`src/rtl/uifdma_pkg.sv`:
```
// Shared definitions for the FDMA AXI engines: FSM encoding, AXI constants
// and the burst-length calculation used when a request is split into bursts.
package uifdma_pkg;

    typedef enum logic [2:0] {
        ST_IDLE = 3'd0,
        ST_CALC = 3'd1,
        ST_AW   = 3'd2,
        ST_W    = 3'd3,
        ST_B    = 3'd4
    } fdma_state_t;

    localparam logic [1:0] BURST_INCR    = 2'b01;
    localparam logic [1:0] RESP_OKAY     = 2'b00;
    localparam logic [3:0] CACHE_DEFAULT = 4'b0011;

    function automatic int clog2(input int unsigned value);
        int          res;
        int unsigned v;
        res = 0;
        v   = value - 32'd1;
        while (v > 32'd0) begin
            res = res + 1;
            v   = v >> 1;
        end
        return res;
    endfunction

    // Beats in the next burst: bounded by what is left, the burst limit and
    // the distance to the next 4 KB page so no burst ever straddles a page.
    function automatic logic [8:0] burst_beats(
        input logic [15:0] rem,
        input logic [11:0] addr_low12,
        input int unsigned bytes,
        input int unsigned max_burst
    );
        int unsigned bnd;
        int unsigned len;
        bnd = (32'd4096 - {20'd0, addr_low12}) / bytes;
        len = {16'd0, rem};
        if (max_burst < len) begin
            len = max_burst;
        end else begin
            len = len;
        end
        if (bnd < len) begin
            len = bnd;
        end else begin
            len = len;
        end
        return len[8:0];
    endfunction

endpackage

```
`src/rtl/uifdma_axi_wr.sv`:
```
// FDMA write engine: turns a line request (address + beat count) into AXI4
// INCR write bursts, one outstanding at a time, never crossing a 4 KB page.
module uifdma_axi_wr
    import uifdma_pkg::*;
#(
    parameter int unsigned AXI_ADDR_WIDTH = 32,
    parameter int unsigned AXI_DATA_WIDTH = 128,
    parameter int unsigned MAX_BURST      = 64,
    parameter int unsigned AXI_ID         = 0
) (
    input  logic                          ui_clk,
    input  logic                          ui_rst,
    input  logic [AXI_ADDR_WIDTH-1:0]     fdma_waddr,
    input  logic                          fdma_wareq,
    input  logic [15:0]                   fdma_wsize,
    output logic                          fdma_wbusy,
    input  logic [AXI_DATA_WIDTH-1:0]     fdma_wdata,
    input  logic                          fdma_wready,
    output logic                          fdma_wvalid,
    output logic                          fdma_wdone,
    output logic                          fdma_werr,
    output logic [3:0]                    m_axi_awid,
    output logic [AXI_ADDR_WIDTH-1:0]     m_axi_awaddr,
    output logic [7:0]                    m_axi_awlen,
    output logic [2:0]                    m_axi_awsize,
    output logic [1:0]                    m_axi_awburst,
    output logic [3:0]                    m_axi_awcache,
    output logic [2:0]                    m_axi_awprot,
    output logic                          m_axi_awvalid,
    input  logic                          m_axi_awready,
    output logic [AXI_DATA_WIDTH-1:0]     m_axi_wdata,
    output logic [AXI_DATA_WIDTH/8-1:0]   m_axi_wstrb,
    output logic                          m_axi_wlast,
    output logic                          m_axi_wvalid,
    input  logic                          m_axi_wready,
    input  logic [1:0]                    m_axi_bresp,
    input  logic                          m_axi_bvalid,
    output logic                          m_axi_bready
);

    localparam int unsigned BYTES     = AXI_DATA_WIDTH / 8;
    localparam int          SIZE_LOG2 = clog2(BYTES);

    fdma_state_t               state_r;
    fdma_state_t               state_nxt_s;
    logic [AXI_ADDR_WIDTH-1:0] addr_r;
    logic [AXI_ADDR_WIDTH-1:0] awaddr_r;
    logic [AXI_ADDR_WIDTH-1:0] step_s;
    logic [15:0]               rem_r;
    logic [8:0]                blen_r;
    logic [8:0]                blen_s;
    logic [7:0]                awlen_r;
    logic [7:0]                beat_r;
    logic                      busy_r;
    logic                      done_r;
    logic                      werr_r;
    logic                      beat_last_s;
    logic                      w_hs_s;
    logic                      last_burst_s;

    assign blen_s       = burst_beats(rem_r, addr_r[11:0], BYTES, MAX_BURST);
    assign step_s       = AXI_ADDR_WIDTH'(blen_r) * AXI_ADDR_WIDTH'(BYTES);
    assign beat_last_s  = (beat_r == awlen_r);
    assign w_hs_s       = (state_r == ST_W) && fdma_wready && m_axi_wready;
    assign last_burst_s = (rem_r == {7'd0, blen_r});

    assign m_axi_awid    = 4'(AXI_ID);
    assign m_axi_awaddr  = awaddr_r;
    assign m_axi_awlen   = awlen_r;
    assign m_axi_awsize  = 3'(SIZE_LOG2);
    assign m_axi_awburst = BURST_INCR;
    assign m_axi_awcache = CACHE_DEFAULT;
    assign m_axi_awprot  = 3'b000;
    assign m_axi_wdata   = fdma_wdata;
    assign m_axi_wstrb   = {BYTES{1'b1}};
    assign fdma_wbusy    = busy_r;
    assign fdma_wdone    = done_r;
    assign fdma_werr     = werr_r;

    // State register
    always_ff @(posedge ui_clk or posedge ui_rst) begin
        if (ui_rst) begin
            state_r <= ST_IDLE;
        end else begin
            state_r <= state_nxt_s;
        end
    end

    // Next-state decode
    always_comb begin
        state_nxt_s = state_r;
        case (state_r)
            ST_IDLE: begin
                if (fdma_wareq && (fdma_wsize != 16'd0)) begin
                    state_nxt_s = ST_CALC;
                end else begin
                    state_nxt_s = ST_IDLE;
                end
            end
            ST_CALC: state_nxt_s = ST_AW;
            ST_AW: begin
                if (m_axi_awready) begin
                    state_nxt_s = ST_W;
                end else begin
                    state_nxt_s = ST_AW;
                end
            end
            ST_W: begin
                if (w_hs_s && beat_last_s) begin
                    state_nxt_s = ST_B;
                end else begin
                    state_nxt_s = ST_W;
                end
            end
            ST_B: begin
                if (m_axi_bvalid && last_burst_s) begin
                    state_nxt_s = ST_IDLE;
                end else if (m_axi_bvalid) begin
                    state_nxt_s = ST_CALC;
                end else begin
                    state_nxt_s = ST_B;
                end
            end
            default: state_nxt_s = ST_IDLE;
        endcase
    end

    // Channel handshake outputs decoded from the current state; wvalid follows
    // FIFO availability only, so it never waits on wready.
    always_comb begin
        m_axi_awvalid = 1'b0;
        m_axi_wvalid  = 1'b0;
        m_axi_wlast   = 1'b0;
        m_axi_bready  = 1'b0;
        fdma_wvalid   = 1'b0;
        case (state_r)
            ST_AW: m_axi_awvalid = 1'b1;
            ST_W: begin
                m_axi_wvalid = fdma_wready;
                m_axi_wlast  = beat_last_s;
                fdma_wvalid  = fdma_wready & m_axi_wready;
            end
            ST_B:    m_axi_bready = 1'b1;
            default: m_axi_awvalid = 1'b0;
        endcase
    end

    // Request bookkeeping: address/remaining count, burst registers, status flags
    always_ff @(posedge ui_clk or posedge ui_rst) begin
        if (ui_rst) begin
            addr_r   <= '0;
            awaddr_r <= '0;
            rem_r    <= 16'd0;
            blen_r   <= 9'd0;
            awlen_r  <= 8'd0;
            beat_r   <= 8'd0;
            busy_r   <= 1'b0;
            done_r   <= 1'b0;
            werr_r   <= 1'b0;
        end else begin
            done_r <= 1'b0;
            case (state_r)
                ST_IDLE: begin
                    if (fdma_wareq && (fdma_wsize != 16'd0)) begin
                        addr_r <= fdma_waddr;
                        rem_r  <= fdma_wsize;
                        busy_r <= 1'b1;
                    end
                end
                ST_CALC: begin
                    blen_r   <= blen_s;
                    awaddr_r <= addr_r;
                    awlen_r  <= 8'(blen_s - 9'd1);
                end
                ST_AW: begin
                    beat_r <= 8'd0;
                end
                ST_W: begin
                    if (w_hs_s) begin
                        beat_r <= beat_r + 8'd1;
                    end
                end
                ST_B: begin
                    if (m_axi_bvalid) begin
                        addr_r <= addr_r + step_s;
                        rem_r  <= rem_r - {7'd0, blen_r};
                        if (m_axi_bresp != RESP_OKAY) begin
                            werr_r <= 1'b1;
                        end
                        if (last_burst_s) begin
                            busy_r <= 1'b0;
                            done_r <= 1'b1;
                        end
                    end
                end
                default: busy_r <= 1'b0;
            endcase
        end
    end

endmodule

```
`config.mk`:
```
export PLATFORM = sky130hd
export DESIGN_NAME = uifdma_axi_wr
export DESIGN_NICKNAME = d
export VERILOG_FILES = /design/src/rtl/uifdma_pkg.sv /design/src/rtl/uifdma_axi_wr.sv
export SDC_FILE = /design/constraint.sdc
export NUM_CORES = 1
export LEC_CHECK = 0
export BUFFER_PORTS_ARGS = -buffer_cell sky130_fd_sc_hd__buf_4
export CORE_AREA = 2 2 155 157
export CTS_CLUSTER_DIAMETER = 40
export CTS_CLUSTER_SIZE = 16
export DETAILED_ROUTE_END_ITERATION = 10
export DIE_AREA = 0 0 157 159
export GPL_ROUTABILITY_DRIVEN = 0
export GPL_TIMING_DRIVEN = 0
export PLACE_DENSITY = 0.75
export SYNTH_ARGS = -nofsm -noshare
export SYNTH_HDL_FRONTEND = slang
export SYNTH_SLANG_ARGS = --single-unit
```
`constraint.sdc`:
```
create_clock -name ui_clk -period 4.93 [get_ports ui_clk]
set_input_delay 0.986 -clock ui_clk [delete_from_list [all_inputs] [get_ports ui_clk]]
set_output_delay 0.986 -clock ui_clk [all_outputs]
set_load 0.01 [all_outputs]
```
Word level (Yosys, flattened, before mapping)
Index checks and enable logic that the tools add are counted.

storage, ports and cells
  logic and storage cells = 72
  bits in registers = 111
  bits of input ports = 185
  output and inout port bits = 208

cells by class
  $lt $le $gt $ge = 2
  mux-type cells = 28
  bitwise operators = 2
  equal/unequal tests = 10
  add/subtract/negate cells = 5
  reduce and logical (&&, ||, !) cells = 15

operators by type and width
  kind                      count
  $mux W32                  2
  $pmux W32 S2              1
  $mux W16                  3
  $add A32 B13 Y32          1
  $pmux W16 S2              1
  $lt A28 B16 Y1            1
  $eq A16 B9 Y1             1
  $lt A7 B16 Y1 const A     1
  $pmux W8 S2               1
  $reduce_bool A16 Y1       1
  $sub A16 B9 Y16           1
  $pmux W3 S5               1
  $sub A13 B12 Y14 const A  1
  $mux W1                   13
  $mux W3                   3
  $mux W9                   1
  $add A8 B1 Y8 const B     1
  $eq A8 B8 Y1              1
  $mux W8                   1
  $ne A2 B2 Y1 const B      4
  $sub A8 B1 Y8 const B     1
  $eq A3 B2 Y1 const B      2
  $reduce_and A3 Y1         2
  $reduce_bool A2 Y1        3
  10 further kinds          14

Logic depth before layout (Yosys ltp)
  depth after elaboration = 6
  mapped depth = 18
  mapped depth without buffers = 16

Worst setup path after synthesis
Ideal clock, no wire load.

  path kind = flip-flop to flip-flop
  start = register rem_r[4]
  end = register awlen_r[6], in the netlist m_axi_awlen[6]
  period minus slack after synthesis = 4.062 ns
  cell stages (with the launch flop) = 18
  path buffers = 1
  arrival time = 3.937 ns
  library setup time = 0.124 ns
  required time = 4.806 ns
  setup slack = 0.868 ns
  cell sequence = dfrtp_1 -> or3_4 -> or3_4 -> a2111oi_4 -> nand2_1 -> ha_1 -> o211a_1 -> o2111ai_1 -> a41oi_2 -> nor2_2 -> buf_4 -> nor2_1 -> a21oi_1 -> ha_1 -> inv_1 -> a211oi_1 -> a211o_1 -> nand3_1

between the ends
  longest elaborated chain between the ends = 5

RTL lines
  item                    line                  text
  start, declared         uifdma_axi_wr.sv:49   logic [15:0] rem_r;
  start signal, assigned  uifdma_axi_wr.sv:166  rem_r <= fdma_wsize;
  start signal, assigned  uifdma_axi_wr.sv:186  rem_r <= rem_r - {7'd0, blen_r};
  $lt A7 B16 Y1           uifdma_pkg.sv:41      if (max_burst < len) begin
  $mux W16 (*)            uifdma_pkg.sv:41
  $lt A28 B16 Y1          uifdma_pkg.sv:46      if (bnd < len) begin
  $mux W9 (*)             uifdma_pkg.sv:46
  $sub A8 B1 Y8 (*)       uifdma_axi_wr.sv:173  awlen_r <= 8'(blen_s - 9'd1);
  end signal, assigned    uifdma_axi_wr.sv:173
  end, declared           uifdma_axi_wr.sv:52   logic [7:0] awlen_r;

Mark *: on every way between the ends. The rest lies on a longest branch, timed or not.
A chain may end at the register's enable or synchronous reset.

Final worst setup path
Same ends and word-level chain as after synthesis.

==> flow_metrics.env <==
export IMPL_drv_cap=0
export IMPL_worstSetupPathType="flop to flop"
export IMPL_cp_end_kind="flop"
export IMPL_die_area_um2=25000
export IMPL_fin_skew_ns=0.00998
export IMPL_pin_count=393
export IMPL_critical_path_arrival_ns=4.93
export IMPL_powerDensity_nw_per_um2=190
export IMPL_syn_inst=970
export IMPL_fp_dieH_um=159
export IMPL_dr_wl_met2_um=12400
export IMPL_cts_buffers=9
export IMPL_crit_chain="or3_4 > or3_4 > a2111oi_4 > nand2_1 > ha_1 > o211a_1 > o2111ai_2 > a41oi_2 > nor2_2 > buf_4 > nor2_1 > a21oi_1 > ha_1 > inv_1 > a211oi_1 > a211o_1 > nand3_1"
export IMPL_hp_class="flop to flop"
export IMPL_synth_async_sr_flop_share_pct=100
export IMPL_track_usage_pct=19.6
export IMPL_fill_cells=2310
export IMPL_hold_viol=0
export IMPL_synthTopCellsByArea="dfrtp_1 35%, buf_4 15%, nand2_1 8.6%, ha_1 4.4%, a21oi_1 3.6%"
export IMPL_synth_common_cells="184 x nand2_1, 161 x buf_4, 111 x dfrtp_1, 58 x a21oi_1, 46 x o21ai_0"
export IMPL_cts_num_sinks=111
export IMPL_route_detailed_drc=0
export IMPL_r2r_slack_ns=0.23
export IMPL_overflow=0
export IMPL_cts_htree_levels=3
export IMPL_r2r_start="rem_r[4]"
export IMPL_io_buffers=231
export IMPL_clk_pin_slew_worst_paths_ns=0.08
export IMPL_dp_cells=1553
export IMPL_fin_area_um2=10600
export IMPL_ys_seq_area_share_pct=34.7
export IMPL_maxUsedRoutingLayer="met4"
export IMPL_status="finished clean"
export IMPL_cts_tree="done"
export IMPL_synth_main_ff_cell="dfrtp_1"
export IMPL_synthesis_area_um2=8010
export IMPL_tightest_slew_ns=1.00
export IMPL_pre_cts_ws_ns=0.205
export IMPL_yosysTopAreaCell="dfrtp_1"
export IMPL_slowest_stage="a2111oi_4"
export IMPL_n_antenna_cell=0
export IMPL_period_share_pct=95.3
export IMPL_die_width_um=157
export IMPL_cpPeakStageDelay_ns=0.53
export IMPL_antenna_found_initial=0
export IMPL_max_slew_margin_pct=32.3
export IMPL_max_clock_path_buffers=2
export IMPL_crit_start="rem_r[4]"
export IMPL_synth_top_area_share_pct=34.7
export IMPL_ir_drop_v=0.000173
export IMPL_syn_to_final_growth_pct=31.9
export IMPL_r2r_end="m_axi_awlen[6]"
export IMPL_leakagePower_nw=5.36
export IMPL_syn_area_per_cell_um2=8.25
export IMPL_synth_cell_types=73
export IMPL_layout_nets=1460
export IMPL_synth_edf_count=0
export IMPL_routed_wl_um=25600
export IMPL_wl_met3_um=2520
export IMPL_drive_gt1_share_pct=34.3
export IMPL_holdWs_ns=0.481
export IMPL_grt_pass1_vias=7338
export IMPL_synth_ff_latch_count=111
export IMPL_drv_slew=0
export IMPL_fin_cells=1569
export IMPL_yosysWarnings=0
export IMPL_reg2reg_depth=17
export IMPL_regArea_um2=2780
export IMPL_cp_required_ns=5.17
export IMPL_post_dp_cell_area_um2=10300
export IMPL_max_freq_mhz=213
export IMPL_dp_final_hpwl_um=19900
export IMPL_setup_violations=0
export IMPL_viasPerCell=5.07
export IMPL_dr_pass1_iters=5
export IMPL_fin_crit_ns=4.70
export IMPL_grt_pass1_wl_um=38900
export IMPL_fin_ws_ns=0.234
export IMPL_rows=56
export IMPL_first_iter_violations=619
export IMPL_initial_utilization_pct=34.5
export IMPL_antenna_left=0
export IMPL_post_drt_wl_per_cell_um=16.3
export IMPL_cp_endpoint="m_axi_awlen[6]"
export IMPL_start_kind="flop"
export IMPL_worstSkewPairLatency_ns=0.36
export IMPL_vias=7950
export IMPL_rsz0062_at_grt="no"
export IMPL_core_area_um2=23200
export IMPL_fin_util_pct=45.5
export IMPL_multiInputGateArea_um2=3890
export IMPL_wl_met1_um=9960
export IMPL_cp_max_fo=10
export IMPL_root_buffer="clkbuf_16"
export IMPL_synth_most_common_cell="nand2_1"
export IMPL_post_cts_repair_setup_buffers=0
export IMPL_grt_max_degree=88
stage by stage:
| stage | total power (W) | setup TNS (ns) |
|---|---|---|
| after floorplan | 0.00118 | 0 |
| after global placement | 0.00132 | -46.04 |
| after detailed placement | 0.00133 | 0 |
| after CTS | 0.00202 | 0 |
| after global routing | 0.00209 | 0 |
| final | 0.00201 | 0 |
cells in the final DEF, fill, tap and decap left out, types with 3 or more instances in the layout:
cell type / instances
a211oi_1: 7
a21boi_0: 3
a21o_1: 11
a21oi_1: 58
a31oi_1: 8
a41oi_1: 3
and3_1: 12
and4_1: 5
buf_1: 3
buf_4: 392
clkbuf_1: 34
clkbuf_16: 9
clkinv_2: 4
conb_1: 34
dfrtp_1: 111
ha_1: 28
inv_1: 27
mux2i_1: 3
nand2_1: 184
nand2b_1: 3
nand3_1: 28
nand3b_1: 3
nand4_1: 16
nor2_1: 45
nor2b_1: 8
nor3_1: 24
nor4_1: 9
o2111ai_1: 5
o211ai_1: 7
o21a_1: 5
o21ai_0: 46
o22a_1: 3
o22ai_1: 10
o2bb2a_1: 8
o31ai_1: 4
or2_2: 4
xnor2_1: 13
xor2_1: 18
kinds of logic (layout without fill, tap and decap cells):
| logic type | count (synthesis) | after routing | synth area share, % |
|---|---|---|---|
| AO/OA/AOI/OAI | 209 | 209 | 17.6 |
| AND/OR/NAND/NOR | 355 | 355 | 20.5 |
| flip-flops | 111 | 111 | 34.7 |
| buffers and inverters | 228 | 476 | 18.3 |
| multiplexers | 4 | 4 | 0.516 |
| adder cells (fa/ha/maj) | 30 | 30 | 4.88 |
| XOR/XNOR | 31 | 31 | 3.39 |
| other | 2 | 34 | 0.0938 |
worst min-delay path by stage:
| stage | start | slack [ns] | to | cells past startpoint |
|---|---|---|---|---|
| floorplan | addr_r[30] | 0.46 | m_axi_awaddr[30] | 2 |
| global placement | m_axi_awaddr[3] | 0.46 | m_axi_awaddr[3] | 2 |
| detailed placement | fdma_werr | 0.46 | fdma_werr | 1 |
| CTS | m_axi_awaddr[29] | 0.48 | m_axi_awaddr[29] | 2 |
| global route | fdma_werr | 0.50 | fdma_werr | 1 |
| finish | m_axi_awaddr[31] | 0.48 | m_axi_awaddr[31] | 2 |
sequential cells by signal (all words and copies together) (netlist names), 3 cells and up:
signal / flops
m_axi_awaddr: 32
blen_r: 9
state_r: 3
rem_r: 16
m_axi_awlen: 8
beat_r: 8
addr_r: 32
critical path, delay by kind of cell, from the launching register on:
family,cells,cell delay (ns)
buf+inv,2,0.29
fa+ha+maj,2,0.51
flops,1,0.47
compound gates,7,1.87
simple gates,6,1.40
routing by layer:
| layer | up-vias | global-route usage [%] |
|---|---|---|
| met2 | 439 | 32.3 |
| met4 | 0 | 6.34 |
| met5 | - | 0 |
| li1 | 3717 | - |
| met1 | 3735 | 25.4 |
| met3 | 59 | 4.41 |
power by group:
| part | internal [W] | total (W) | leakage [nW] | switching, W |
|---|---|---|---|---|
| Clock | 0.000342 | 0.000699 | 0.132 | 0.000356 |
| Sequential | 0.000927 | 0.000954 | 1.39 | 0.0000271 |
| Combinational | 0.000210 | 0.000356 | 3.83 | 0.000146 |
timing repair:
item                                    in CTS  in global routing
resized for setup                            0                  1
hold endpoints to repair                     0                  0
hold buffers                                 0                  0
endpoints found under the setup margin       0                  1
area by class of cell:
type / count / share of cell area, %
Multi-Input combinational cell: 663 / 36.9
Sequential cell: 111 / 26.3
Clock buffer: 10 / 2.17
Inverter: 30 / 1.11
Timing Repair Buffer: 232 / 16.7
Tap cell: 319 / 3.78
Clock inverter: 6 / 0.343
Buffer: 198 / 12.8
Note: power is estimated with default switching activity, not from simulation.
